==> src/rtl/vu_accum_scheduler_if.sv <==
// rtl/vu_accum_scheduler_if.sv - audio-side bundle for the VU accumulate scheduler
// Purpose: groups the sample strobes, samples, control and duty outputs of
//          vu_accum_scheduler so they travel as one port.
// Signals: audio_enable, l/r_data_en, l/r_audio_signal, ovr_clr  (to scheduler)
//          l/r_duty, l/r_duty_valid, overrun, busy             (from scheduler)
// Modports: master = audio data path / test driver, slave = scheduler.
interface vu_accum_scheduler_if #(
    parameter int SAMPLE_W = 8,
    parameter int DUTY_W   = 7
);
    logic                audio_enable;
    logic                l_data_en;
    logic                r_data_en;
    logic [SAMPLE_W-1:0] l_audio_signal;
    logic [SAMPLE_W-1:0] r_audio_signal;
    logic                ovr_clr;
    logic [DUTY_W-1:0]   l_duty;
    logic [DUTY_W-1:0]   r_duty;
    logic                l_duty_valid;
    logic                r_duty_valid;
    logic [1:0]          overrun;
    logic                busy;

    modport master (
        output audio_enable, l_data_en, r_data_en, l_audio_signal, r_audio_signal, ovr_clr,
        input  l_duty, r_duty, l_duty_valid, r_duty_valid, overrun, busy
    );

    modport slave (
        input  audio_enable, l_data_en, r_data_en, l_audio_signal, r_audio_signal, ovr_clr,
        output l_duty, r_duty, l_duty_valid, r_duty_valid, overrun, busy
    );
endinterface

==> src/rtl/vu_accum_scheduler.sv <==
// rtl/vu_accum_scheduler.sv - shared-adder L/R VU averaging, ballistics and duty output
// Purpose: captures left/right sample strobes, time-multiplexes one adder over
//          a NUM_AVG-sample window per channel, applies fall-back decay and
//          emits a held duty value with a one-cycle valid pulse per channel.
// Ports:   clk    - system clock
//          reset  - synchronous, active-high reset
//          bus    - vu_accum_scheduler_if.slave (strobes, samples, ovr_clr in;
//                   duties, valid pulses, overrun, busy out)
module vu_accum_scheduler #(
    parameter int NUM_AVG    = 16,
    parameter int SAMPLE_W   = 8,
    parameter int DUTY_W     = 7,
    parameter int DECAY_STEP = 4
) (
    input  logic                  clk,
    input  logic                  reset,
    vu_accum_scheduler_if.slave   bus
);
    localparam int CNT_W = $clog2(NUM_AVG);
    localparam int SUM_W = SAMPLE_W + CNT_W;

    typedef enum logic [2:0] {IDLE, ACC_L, ACC_R, DUMP_L, DUMP_R} state_t;

    state_t              state_q, state_d;
    logic                pend_l_q, pend_l_d, pend_r_q, pend_r_d;
    logic [SAMPLE_W-1:0] smp_l_q, smp_l_d, smp_r_q, smp_r_d;
    logic [SUM_W-1:0]    sum_l_q, sum_l_d, sum_r_q, sum_r_d;
    logic [CNT_W-1:0]    cnt_l_q, cnt_l_d, cnt_r_q, cnt_r_d;
    logic [DUTY_W-1:0]   duty_l_q, duty_l_d, duty_r_q, duty_r_d;
    logic                vld_l_q, vld_l_d, vld_r_q, vld_r_d;
    logic [1:0]          ovr_q, ovr_d;

    logic                stb_l, stb_r, grant_l, grant_r;
    logic [DUTY_W-1:0]   new_l, new_r;

    // Top DUTY_W bits of the window sum equal the top bits of the average.
    assign new_l = sum_l_q[SUM_W-1 -: DUTY_W];
    assign new_r = sum_r_q[SUM_W-1 -: DUTY_W];

    function automatic logic [DUTY_W-1:0] fall_back(input logic [DUTY_W-1:0] nv,
                                                    input logic [DUTY_W-1:0] held);
        logic [DUTY_W-1:0] dec;
        if (nv >= held) return nv;
        dec = (held > DUTY_W'(DECAY_STEP)) ? held - DUTY_W'(DECAY_STEP) : '0;
        return (nv > dec) ? nv : dec;
    endfunction

    assign stb_l   = bus.audio_enable && bus.l_data_en;
    assign stb_r   = bus.audio_enable && bus.r_data_en;
    assign grant_l = (state_q == IDLE) && pend_l_q;
    assign grant_r = (state_q == IDLE) && !pend_l_q && pend_r_q;

    always_comb begin
        state_d  = state_q;
        pend_l_d = pend_l_q;
        pend_r_d = pend_r_q;
        smp_l_d  = smp_l_q;
        smp_r_d  = smp_r_q;
        sum_l_d  = sum_l_q;
        sum_r_d  = sum_r_q;
        cnt_l_d  = cnt_l_q;
        cnt_r_d  = cnt_r_q;
        duty_l_d = duty_l_q;
        duty_r_d = duty_r_q;
        vld_l_d  = 1'b0;
        vld_r_d  = 1'b0;
        ovr_d    = ovr_q;

        case (state_q)
            IDLE: begin
                if (pend_l_q)      state_d = ACC_L;
                else if (pend_r_q) state_d = ACC_R;
            end
            ACC_L: begin
                sum_l_d = sum_l_q + SUM_W'(smp_l_q);
                cnt_l_d = cnt_l_q + 1'b1;
                state_d = (cnt_l_q == CNT_W'(NUM_AVG - 1)) ? DUMP_L : IDLE;
            end
            ACC_R: begin
                sum_r_d = sum_r_q + SUM_W'(smp_r_q);
                cnt_r_d = cnt_r_q + 1'b1;
                state_d = (cnt_r_q == CNT_W'(NUM_AVG - 1)) ? DUMP_R : IDLE;
            end
            DUMP_L: begin
                duty_l_d = fall_back(new_l, duty_l_q);
                vld_l_d  = 1'b1;
                sum_l_d  = '0;
                cnt_l_d  = '0;
                state_d  = IDLE;
            end
            DUMP_R: begin
                duty_r_d = fall_back(new_r, duty_r_q);
                vld_r_d  = 1'b1;
                sum_r_d  = '0;
                cnt_r_d  = '0;
                state_d  = IDLE;
            end
            default: state_d = IDLE;
        endcase

        // A strobe landing on the grant cycle overwrites the granted sample;
        // the grant still clears pend so that sample is accumulated once only.
        if (ovr_clr_seen()) ovr_d = 2'b00;
        if (stb_l) begin
            smp_l_d = {~bus.l_audio_signal[SAMPLE_W-1], bus.l_audio_signal[SAMPLE_W-2:0]};
            if (pend_l_q) ovr_d[0] = 1'b1;
        end
        if (stb_r) begin
            smp_r_d = {~bus.r_audio_signal[SAMPLE_W-1], bus.r_audio_signal[SAMPLE_W-2:0]};
            if (pend_r_q) ovr_d[1] = 1'b1;
        end
        pend_l_d = grant_l ? 1'b0 : (stb_l ? 1'b1 : pend_l_q);
        pend_r_d = grant_r ? 1'b0 : (stb_r ? 1'b1 : pend_r_q);

        // Music stopped: flush the datapath but keep the overrun history.
        if (!bus.audio_enable) begin
            state_d  = IDLE;
            pend_l_d = 1'b0;
            pend_r_d = 1'b0;
            sum_l_d  = '0;
            sum_r_d  = '0;
            cnt_l_d  = '0;
            cnt_r_d  = '0;
            duty_l_d = '0;
            duty_r_d = '0;
            vld_l_d  = 1'b0;
            vld_r_d  = 1'b0;
        end
    end

    function automatic logic ovr_clr_seen();
        return bus.ovr_clr;
    endfunction

    always_ff @(posedge clk) begin
        if (reset) begin
            state_q  <= IDLE;
            pend_l_q <= 1'b0;
            pend_r_q <= 1'b0;
            smp_l_q  <= '0;
            smp_r_q  <= '0;
            sum_l_q  <= '0;
            sum_r_q  <= '0;
            cnt_l_q  <= '0;
            cnt_r_q  <= '0;
            duty_l_q <= '0;
            duty_r_q <= '0;
            vld_l_q  <= 1'b0;
            vld_r_q  <= 1'b0;
            ovr_q    <= 2'b00;
        end else begin
            state_q  <= state_d;
            pend_l_q <= pend_l_d;
            pend_r_q <= pend_r_d;
            smp_l_q  <= smp_l_d;
            smp_r_q  <= smp_r_d;
            sum_l_q  <= sum_l_d;
            sum_r_q  <= sum_r_d;
            cnt_l_q  <= cnt_l_d;
            cnt_r_q  <= cnt_r_d;
            duty_l_q <= duty_l_d;
            duty_r_q <= duty_r_d;
            vld_l_q  <= vld_l_d;
            vld_r_q  <= vld_r_d;
            ovr_q    <= ovr_d;
        end
    end

    assign bus.l_duty       = duty_l_q;
    assign bus.r_duty       = duty_r_q;
    assign bus.l_duty_valid = vld_l_q;
    assign bus.r_duty_valid = vld_r_q;
    assign bus.overrun      = ovr_q;
    assign bus.busy         = (state_q != IDLE) || pend_l_q || pend_r_q;
endmodule

==> src/flat_wrapper.sv <==
// flat-port wrapper written by rule: the top's interface ports become plain ports
module vu_accum_scheduler_flat 
#(
    parameter int NUM_AVG    = 16,
    parameter int SAMPLE_W   = 8,
    parameter int DUTY_W     = 7,
    parameter int DECAY_STEP = 4
)
  (clk, reset, bus_audio_enable, bus_l_data_en, bus_r_data_en, bus_l_audio_signal, bus_r_audio_signal, bus_ovr_clr, bus_l_duty, bus_r_duty, bus_l_duty_valid, bus_r_duty_valid, bus_overrun, bus_busy);
  vu_accum_scheduler_if #(.SAMPLE_W(SAMPLE_W), .DUTY_W(DUTY_W)) bus_i ();
  input  logic clk;
  input  logic reset;
  input wire logic [$bits(bus_i.audio_enable)-1:0] bus_audio_enable;
  input wire logic [$bits(bus_i.l_data_en)-1:0] bus_l_data_en;
  input wire logic [$bits(bus_i.r_data_en)-1:0] bus_r_data_en;
  input wire logic [$bits(bus_i.l_audio_signal)-1:0] bus_l_audio_signal;
  input wire logic [$bits(bus_i.r_audio_signal)-1:0] bus_r_audio_signal;
  input wire logic [$bits(bus_i.ovr_clr)-1:0] bus_ovr_clr;
  output wire logic [$bits(bus_i.l_duty)-1:0] bus_l_duty;
  output wire logic [$bits(bus_i.r_duty)-1:0] bus_r_duty;
  output wire logic [$bits(bus_i.l_duty_valid)-1:0] bus_l_duty_valid;
  output wire logic [$bits(bus_i.r_duty_valid)-1:0] bus_r_duty_valid;
  output wire logic [$bits(bus_i.overrun)-1:0] bus_overrun;
  output wire logic [$bits(bus_i.busy)-1:0] bus_busy;
  assign bus_i.audio_enable = bus_audio_enable;
  assign bus_i.l_data_en = bus_l_data_en;
  assign bus_i.r_data_en = bus_r_data_en;
  assign bus_i.l_audio_signal = bus_l_audio_signal;
  assign bus_i.r_audio_signal = bus_r_audio_signal;
  assign bus_i.ovr_clr = bus_ovr_clr;
  assign bus_l_duty = bus_i.l_duty;
  assign bus_r_duty = bus_i.r_duty;
  assign bus_l_duty_valid = bus_i.l_duty_valid;
  assign bus_r_duty_valid = bus_i.r_duty_valid;
  assign bus_overrun = bus_i.overrun;
  assign bus_busy = bus_i.busy;
  vu_accum_scheduler #(.NUM_AVG(NUM_AVG), .SAMPLE_W(SAMPLE_W), .DUTY_W(DUTY_W), .DECAY_STEP(DECAY_STEP)) u_core (.clk(clk), .reset(reset), .bus(bus_i));
endmodule
==> config.mk <==
export PLATFORM = sky130hd
export DESIGN_NAME = vu_accum_scheduler_flat
export DESIGN_NICKNAME = d
export VERILOG_FILES = /design/src/rtl/vu_accum_scheduler_if.sv /design/src/rtl/vu_accum_scheduler.sv /design/src/flat_wrapper.sv
export SDC_FILE = /design/constraint.sdc
export NUM_CORES = 1
export LEC_CHECK = 0
export ABC_AREA = 1
export CAP_MARGIN = 20
export CORE_MARGIN = 2
export CORE_UTILIZATION = 58
export CTS_BUF_LIST = sky130_fd_sc_hd__clkbuf_16
export CTS_CLUSTER_DIAMETER = 200
export DETAILED_ROUTE_END_ITERATION = 12
export PLACE_DENSITY = 0.8
export SLEW_MARGIN = 20
export SYNTH_ARGS = -nofsm -noshare
export SYNTH_HDL_FRONTEND = slang
export SYNTH_SLANG_ARGS = --single-unit
==> constraint.sdc <==
create_clock -name clk -period 2.36 [get_ports clk]
set_input_delay 0.59 -clock clk [delete_from_list [all_inputs] [get_ports clk]]
set_output_delay 0.59 -clock clk [all_outputs]
set_load 0.01 [all_outputs]
Word level (Yosys, flattened, before mapping)
Index checks and enable logic that the tools add are counted.
Widths: inputs -> output; s select.
{"block": "word_totals", "regBits": 71, "in_bits": 22, "out_inout_bits": 19, "elab_cells": 79}
{"block": "classes", "addsub": 6, "n_lt_le_gt_ge": 6, "n_eq_ne": 7, "muxes": 28, "n_bitwise": 3, "reduce_logical": 15}
{"cell": "$mux 7", "n": 8}
{"cell": "$pmux 12 s2", "n": 2}
{"cell": "$add 12x8->12", "n": 2}
{"cell": "$pmux 4 s2", "n": 2}
{"cell": "$ge 7x7->1", "n": 2}
{"cell": "$gt 7x3->1 const B", "n": 2}
{"cell": "$gt 7x7->1", "n": 2}
{"cell": "$sub 7x3->7 const B", "n": 2}
{"cell": "$mux 1", "n": 10}
{"cell": "$mux 3", "n": 3}
{"cell": "$pmux 3 s3", "n": 1}
{"cell": "$add 4x1->4 const B", "n": 2}
{"cell": "$eq 4x4->1 const B", "n": 2}
{"cell": "$eq 3x2->1 const B", "n": 2}
{"cell": "$reduce_or 3->1", "n": 2}
{"cell": "$logic_and 1x1->1", "n": 5}
{"cell": "$mux 2", "n": 2}
{"cell": "$reduce_bool 2->1", "n": 2}
{"cell": "$eq 3x1->1 const B", "n": 1}
{"cell": "$eq 3x3->1 const B", "n": 1}
{"cell": "$logic_not 3->1", "n": 1}
{"cell": "$ne 3x1->1 const B", "n": 1}
{"cell": "$not 1->1", "n": 3}
{"cell": "$reduce_bool 3->1", "n": 1}
{"cell": "3 further kinds", "n": 4}

Depth between registers and ports, before layout
Gate-level depths: netlist of run 1.
{"block": "logic_depth", "ltp_word": 5, "ltp_mapped": 18, "depth_no_buf": 18}

Worst setup path before layout of run 1
Ideal clock, no wire load.
{"block": "synth_path", "path_kind": "reg2reg", "startpoint": "reg u_core.duty_l_q[3], in the netlist u_core.bus.l_duty[3]", "endpoint": "reg u_core.duty_l_q[0], in the netlist u_core.bus.l_duty[0]", "setup_time_ps": 113, "arrival_ps": 2027, "required_ps": 2247, "path_slack_ps": 220, "path_stages_with_launch": 15, "n_path_buf": 0, "period_less_slack_ps": 2140, "cell_sequence": "dfxtp_1 inv_1 ha_1 nand4_1 nand4_1 ha_1 nand2_1 nor2_1 nand2_1 nand2_1 nand2_1 nand2_1 nand2_1 nand3_1 nand2_1"}
{"block": "synth_between", "elab_chain_cells": 5, "elab_cells_between_ends": 9, "classes_between": "add/sub (1); order compare (3); mux (5)"}
{"element": "start, declared", "line_no": "vu_accum_scheduler.sv:29", "text": "logic [DUTY_W-1:0] duty_l_q, duty_l_d, duty_r_q, duty_r_d;"}
{"element": "start signal, assigned", "line_no": "vu_accum_scheduler.sv:161", "text": "duty_l_q <= duty_l_d;"}
{"element": "$sub 7x3->7 or $gt 7x3->1 (tied branches)", "line_no": "vu_accum_scheduler.sv:44", "text": "dec = (held > DUTY_W'(DECAY_STEP)) ? held - DUTY_W'(DECAY_STEP) : '0;"}
{"element": "$mux 7", "line_no": "vu_accum_scheduler.sv:44"}
{"element": "$gt 7x7->1", "line_no": "vu_accum_scheduler.sv:45", "text": "return (nv > dec) ? nv : dec;"}
{"element": "$mux 7", "line_no": "vu_accum_scheduler.sv:45"}
{"element": "$mux 7 *", "line_no": "vu_accum_scheduler.sv:44"}
Every way passes the cells marked *; elsewhere a longest branch is shown, timed or not. The select of a mux whose other input is x is not followed.
A chain may end at the register's enable or synchronous reset.

Worst setup path in the final report of run 1
Ends and elaborated chain as after synthesis.

==> reports/results.txt, run 1 <==
Largest net degree at the start of global routing = 19
PD cells = 470 nW/um^2
Crit path max fanout = 7
Initial DRC count = 201
Layout Nets = 816
Final GP Congestion = 0.906
Post-synthesis mux area share = 0%
Post-DP Area = 5140 um^2
Post-Synth Simple-Gate Area = 33.5%
Overall Global Routing Usage = 25.0%
IO Count = 41
Post-Syn Area = 4610 um^2
Crit path DAT = 2.47 ns
Final setup viols = 0
Synth Area in Compound Gates = 11.4%
Min-delay worst type = flip-flop to flip-flop
Synth top area share = 30.8%
Clock slew at reported path FFs = 0.05 ns
Worst path required time = 2.58 ns
Primary FF master, synth = dfxtp_1
Total Die Area = 8680 um^2
Post-synth top cells = nand2_1, inv_1, dfxtp_1, nand3_1, a21oi_1
EDFF count, synth = 0
Sequential fraction of the synthesis area = 30.8%
DRC = 0
Outcome = finished clean
Initial Util = 59.7%
Worst-Margin Slew = 0.446 ns
R2R Path Start = u_core.bus.l_duty[3]$_SDFFE_PP0P_
Slew headroom = 70.3%
Cell Chain, Critical Path = inv_1 -> ha_1 -> nand4_1 -> buf_4 -> nand3b_1 -> ha_1 -> nand2_1 -> nor2_2 -> nand4_1 -> nand2_4 -> nand3_1 -> nand3_1 -> nand2_1
P_leak = 0.00258 uW
Most common cell in the netlist = nand2_1
Vias per inst = 5.29
Post-Syn Area per Cell = 6.72 um^2
DP HPWL = 7.85 mm
Clock root buffer = clkbuf_16
Post-layout util = 71.1%
Avg WL per Cell = 12.2 um
Gr ovfl total = 0
Synth area leaders = dfxtp_1, nand2_1, ha_1
XOR/XNOR share of the synthesized area = 0.570%
Crit path max-delay cell type = dfxtp_2
Core Footprint = 7730 um^2
Drt total wl = 10.4 mm
First-pass GRT wire length = 17.7 mm
#FFs+latches synth = 71
Vias in the first global route = 4144
Area growth from synthesis to layout = 19.1%
Worst hold start = u_core.cnt_l_q[3]$_SDFFE_PP0P_
Initial antenna violation count = 0
Yosys top cell by area = dfxtp_1
WP buf/inv = 2
CP Capture Type = flip-flop
Peak VDD IR = 0.539 mV
Syn_nets = 760
Crit Path Class = flip-flop to flip-flop
Die Ht = 93.2 um
Clock Latency Late Sink = 0.33 ns
Layout cell share with drive strength beyond 1 = 8.98%
H-tree depth = 3
# port buffers = 40
CP Launch Type = flip-flop
Fmax = 444 MHz
Number of max-cap violations = 0
TritonCTS clock tree = built
Final Power = 2580 uW
Max Slew Vio Count = 0
Ant. Diodes = 0
Post-synthesis adder-cell area fraction = 14.4%
Netlist cell types = 35
DR pass1 iterations = 5
CP Launch Point = u_core.bus.l_duty[3]$_SDFFE_PP0P_
Synth Warn # = 0
Period utilisation layout = 95.5%
Endpoints failing hold = 0
Setup_tns = 0 ns
# rows = 32
CTS Sinks = 71
CP delay by family, top = simple AND/OR/NAND/NOR gates
CP peak stage delay = 0.35 ns
TritonCTS buffer count = 9
CTS Buffer Depth = 2
Design Area, Final = 5500 um^2
Worst slack, placed = -0.0463 ns
Die width = 93.2 um
Vias = 4489
Final ANT Viol Nets = 0
Setup Skew = 0.00490 ns
Ys async rst share = 0%
Final worst-path setup slack = 0.107 ns
Gate count of the mapped netlist = 686
Hold bufs inserted after CTS = 0
Combinational family with the most area after synthesis = simple AND/OR/NAND/NOR gates
Post-route minimum period = 2.25 ns
layout make-up:
| class | instances | area [um^2] |
|---|---|---|
| repair buffers | 54 | 504 |
| flip-flops and latches | 71 | 1430 |
| fillers | 660 | 2230 |
| clock inverters | 6 | 30.0 |
| clock buffers | 9 | 225 |
| multi-input cells | 509 | 2820 |
| well taps | 102 | 128 |
| inverters | 97 | 364 |
layer usage:
metal,vias up,global-route usage (%),wire (um)
met3,11,3.38,455
met1,2042,32.1,4870
met4,0,8.82,139
li1,2339,-,-
met2,97,43.1,4900
met5,-,0,0
registers in the layout (all words and copies together), names as in the netlist:
signal,count
u_core.sum_l_q,12
u_core.sum_r_q,12
u_core.smp_l_q,8
u_core.smp_r_q,8
u_core.bus.l_duty,7
u_core.bus.r_duty,7
u_core.cnt_l_q,4
u_core.cnt_r_q,4
u_core.state_q,3
u_core.bus.overrun,2
u_core.bus.l_duty_valid,1
u_core.bus.r_duty_valid,1
u_core.pend_l_q,1
u_core.pend_r_q,1
per-stage QoR:
stage / cells / hold WS [ns]
after detailed placement: 828 / 0.456
after global placement: 828 / 0.448
after global routing: 848 / 0.486
after floorplan: 686 / 0.439
after CTS: 843 / 0.465
final: 848 / 0.465
report_power, final:
group | internal, uW | switching, uW
sequential | 1220 | 14.0
clock | 691 | 488
combinational | 77.0 | 96.2
kinds of logic (layout without fill, tap and decap cells):
family | after synthesis | in the layout
flops | 71 | 71
compound gates | 92 | 92
buf+inv | 106 | 166
fa+ha+maj | 52 | 52
simple gates | 362 | 362
xor+xnor | 3 | 3
worst register-to-register path: stages, from the launching register on:
cell and delay [ns]:
dfxtp_2 0.35, inv_1 0.08, ha_1 0.18, nand4_1 0.23, buf_4 0.17, nand3b_1 0.11
ha_1 0.30, nand2_1 0.06, nor2_2 0.11, nand4_1 0.16, nand2_4 0.14, nand3_1 0.09
nand3_1 0.11, nand2_1 0.06
cell usage in the layout, fill, tap and decap left out, drive strengths merged, types with 2 or more instances in the layout:
cell,n
fa,2
nor2,42
nand4,9
o21bai,2
nand3,65
a22oi,2
nand3b,7
o21ai,11
xor2,2
o22ai,2
dfxtp,71
a21boi,2
clkdlybuf4s50,39
ha,50
inv,96
a211oi,6
nand2,230
a21oi,64
clkinv,6
clkbuf,9
buf,14
o211ai,2
or2,2
nor3,6
path summary, 6_finish.rpt:
| path | to | slack (ns) | cells after the start |
|---|---|---|---|
| hold / removal | u_core.cnt_l_q[3]$_SDFFE_PP0P_ | 0.46 | 2 |
| setup reg to reg | u_core.bus.l_duty[0]$_SDFFE_PP0P_ | 0.11 | 13 |
| hold reg to reg | u_core.cnt_l_q[3]$_SDFFE_PP0P_ | 0.46 | 2 |
| setup / recovery | u_core.bus.l_duty[0]$_SDFFE_PP0P_ | 0.11 | 13 |
timing repair:
action	in CTS	in global routing
endpoints found under the setup margin	13	15
gates resized for setup	5	21
buffers inserted	0	5
endpoints found under the hold margin	0	0
gates cloned	0	0
pin swaps	0	8
No activity file was read; power rests on OpenSTA's default activity.
==> run 2, diff against run 1 <==
--- a/config.mk
+++ b/config.mk
@@ -6,11 +6,11 @@
 export NUM_CORES = 1
 export LEC_CHECK = 0
 export ABC_AREA = 1
-export CAP_MARGIN = 20
 export CORE_MARGIN = 2
 export CORE_UTILIZATION = 58
 export CTS_BUF_LIST = sky130_fd_sc_hd__clkbuf_16
-export CTS_CLUSTER_DIAMETER = 200
+export CTS_CLUSTER_DIAMETER = 100
+export CTS_CLUSTER_SIZE = 30
 export DETAILED_ROUTE_END_ITERATION = 12
 export PLACE_DENSITY = 0.8
 export SLEW_MARGIN = 20
==> results of run 2 <==
Final layout, timing and power as in run 1 (identical DEF).
==> RTL change, RTL diff (settings of run 2) <==
`SAMPLE_W` is set to 8 in 3 places; all go to 12.
--- a/src/rtl/vu_accum_scheduler_if.sv
+++ b/src/rtl/vu_accum_scheduler_if.sv
@@ -5,7 +5,7 @@
 //          l/r_duty, l/r_duty_valid, overrun, busy             (from scheduler)
 // Modports: master = audio data path / test driver, slave = scheduler.
 interface vu_accum_scheduler_if #(
-    parameter int SAMPLE_W = 8,
+    parameter int SAMPLE_W = 12,
     parameter int DUTY_W   = 7
 );
     logic                audio_enable;
--- a/src/rtl/vu_accum_scheduler.sv
+++ b/src/rtl/vu_accum_scheduler.sv
@@ -8,7 +8,7 @@
 //                   duties, valid pulses, overrun, busy out)
 module vu_accum_scheduler #(
     parameter int NUM_AVG    = 16,
-    parameter int SAMPLE_W   = 8,
+    parameter int SAMPLE_W   = 12,
     parameter int DUTY_W     = 7,
     parameter int DECAY_STEP = 4
 ) (
--- a/src/flat_wrapper.sv
+++ b/src/flat_wrapper.sv
@@ -2,7 +2,7 @@
 module vu_accum_scheduler_flat 
 #(
     parameter int NUM_AVG    = 16,
-    parameter int SAMPLE_W   = 8,
+    parameter int SAMPLE_W   = 12,
     parameter int DUTY_W     = 7,
     parameter int DECAY_STEP = 4
 )
Ports: changed (resized bus_l_audio_signal and bus_r_audio_signal); port bits go from 41 to 49. The function was not compared with the original's and may differ.
==> RTL change against run 2 <==
  * Worst setup slack worse by 38 ps
  * Synthesized cell count grew 29%
  * Critical path type unchanged
  * Routed wire length grew 39%
  * Sequential cell count is 16 higher
  * Synthesized area increased by 25%
  * Clock power rose by 9%
  * Sequential power is 23% higher
  * Clock skew is 3.9 ps higher
  * Cell area grew 26%
  * Power grew 17%
==> RTL change: results (changes against run 2) <==
Lkg Pwr 3.09 nW (+20%); Syn Nets 973 (+28%); pre-CTS setup slack -63.2 ps (-16.8 ps); first-pass GRT wire length 23,900 microns (+35%); clock skew 8.80 ps (+3.91 ps); Skew-Pair Late Insertion Delay around 340 ps; maximum vdd drop 0.000452 V (-16%); DPL Wire Length 10,700 microns (+36%); largest registers u_core.sum_l_q: 16 flops, u_core.sum_r_q: 16 flops; max incr delay on CP 370 ps (+20 ps); EDFF count, synth 0 (unchanged); Comb pwr share 7.7% (+1.0 points); drt wl/cell 13.3 microns (+9.1%); Setup crit end u_core.bus.r_duty[1]; drt initial violations 316 (+57%); status finished, final reports clean; Top FF cell, synth dfxtp_1; filler cell count 845 (+28%); Final GP Congestion 0.923 (+1.8%); post-synthesis cell count 883 (+29%); Netlist cell types 40 (+14%); post-layout minimum cycle time 2290 ps (+38.0 ps); top post-synthesis cells by area dfxtp_1, nand2_1, ha_1, a21oi_1, inv_1; final WL 14,400 microns (+39%); share of cells above drive strength 1 9.81% (+0.83 points); Inst Count DP 1,062 (+28%); Sw Share 24.3% (+1.1 points); post-DR vias/cell 5.41 (+2.2%); largest net degree at the start of global routing 29 (+10); Nets 1,033 (+27%); WHS Endpoint u_core.sum_l_q[6]; Seq/Total Area, Yosys 30.1% (-0.68 points); reg2reg setup slack 70 ps (-40 ps); worst setup path start u_core.bus.r_duty[3]; Sequential Power Share 49.8% (+2.1 points); htree depth 3 (unchanged); HP Start u_core.sum_l_q[6]; crit-path max FO 6 (-1); top cells by count, synth nand2_1, inv_1, a21oi_1, dfxtp_1, nor2_1; vias in the first global route 5,407 (+30%); I/O Buffers 48 (+20%); WP data arrival 2520 ps (+50 ps); Slew headroom 67.9% (-2.3 points); Tot GR Track Use 26.5% (+1.5 points); Worst Reg-to-Reg Cells 17 (+4); CP max-delay cell dfxtp_4
==> RTL change: cell count changes in the layout (fill, tap and decap cells not counted), sizes merged, moves of 16 or more <==
cell | run 2 | this run
a21oi | 64 | 91
dfxtp | 71 | 87
inv | 96 | 116
nand2 | 230 | 270
nor2 | 42 | 79
o21ai | 11 | 37
==> RTL change: per-layer routing <==
layer / GRT usage, % / part of all wire [%]
met5: 0 / 0
met4: 8.98 / 1.9
met3: 3.59 / 3.4
met2: 47.9 / 50
met1: 32.3 / 45
==> RTL change: final cells by class <==
class,count,share of cell area (%)
Multi-Input combinational cell,663,53.0
Sequential cell,87,25.3
Tap cell,133,2.40
Inverter,116,6.32
Clock inverter,7,0.578
Timing Repair Buffer,66,9.10
Clock buffer,9,3.25
==> RTL change: worst max-delay path, delay by kind of cell, from the launching register on <==
family	cells	cell delay [ps]
AO/OA/AOI/OAI	1	140
adder cells (fa/ha/maj)	2	430
buffers and inverters	4	300
flip-flops	1	370
AND/OR/NAND/NOR	10	970
==> RTL change: what timing repair did <==
item / in CTS / in global routing
resized for setup: 6 / 46
setup endpoints to repair: 7 / 14
gates cloned: 0 / 0
pin swaps: 0 / 9
setup buffers: 0 / 3
==> RTL change: metrics by stage <==
stage	instance area [sq um]	utilization [%]	total power, mW
6_report	6930	71.2	3.03
5_1_grt	6930	71.2	3.14
4_1_cts	6750	69.4	3.05
3_5_place_dp	6470	66.5	1.78
3_3_place_gp	6470	66.5	1.77
2_1_floorplan	5780	-	1.67
==> RTL change: cells by family (layout without fill, tap and decap cells) <==
kind of cell	Yosys count	count (layout)	synth area share (%)
AND/OR/NAND/NOR	446	446	32.6
AO/OA/AOI/OAI	153	153	14.5
buffers and inverters	133	198	8.94
flip-flops	87	87	30.1
adder cells (fa/ha/maj)	60	60	13.2
XOR/XNOR	4	4	0.606
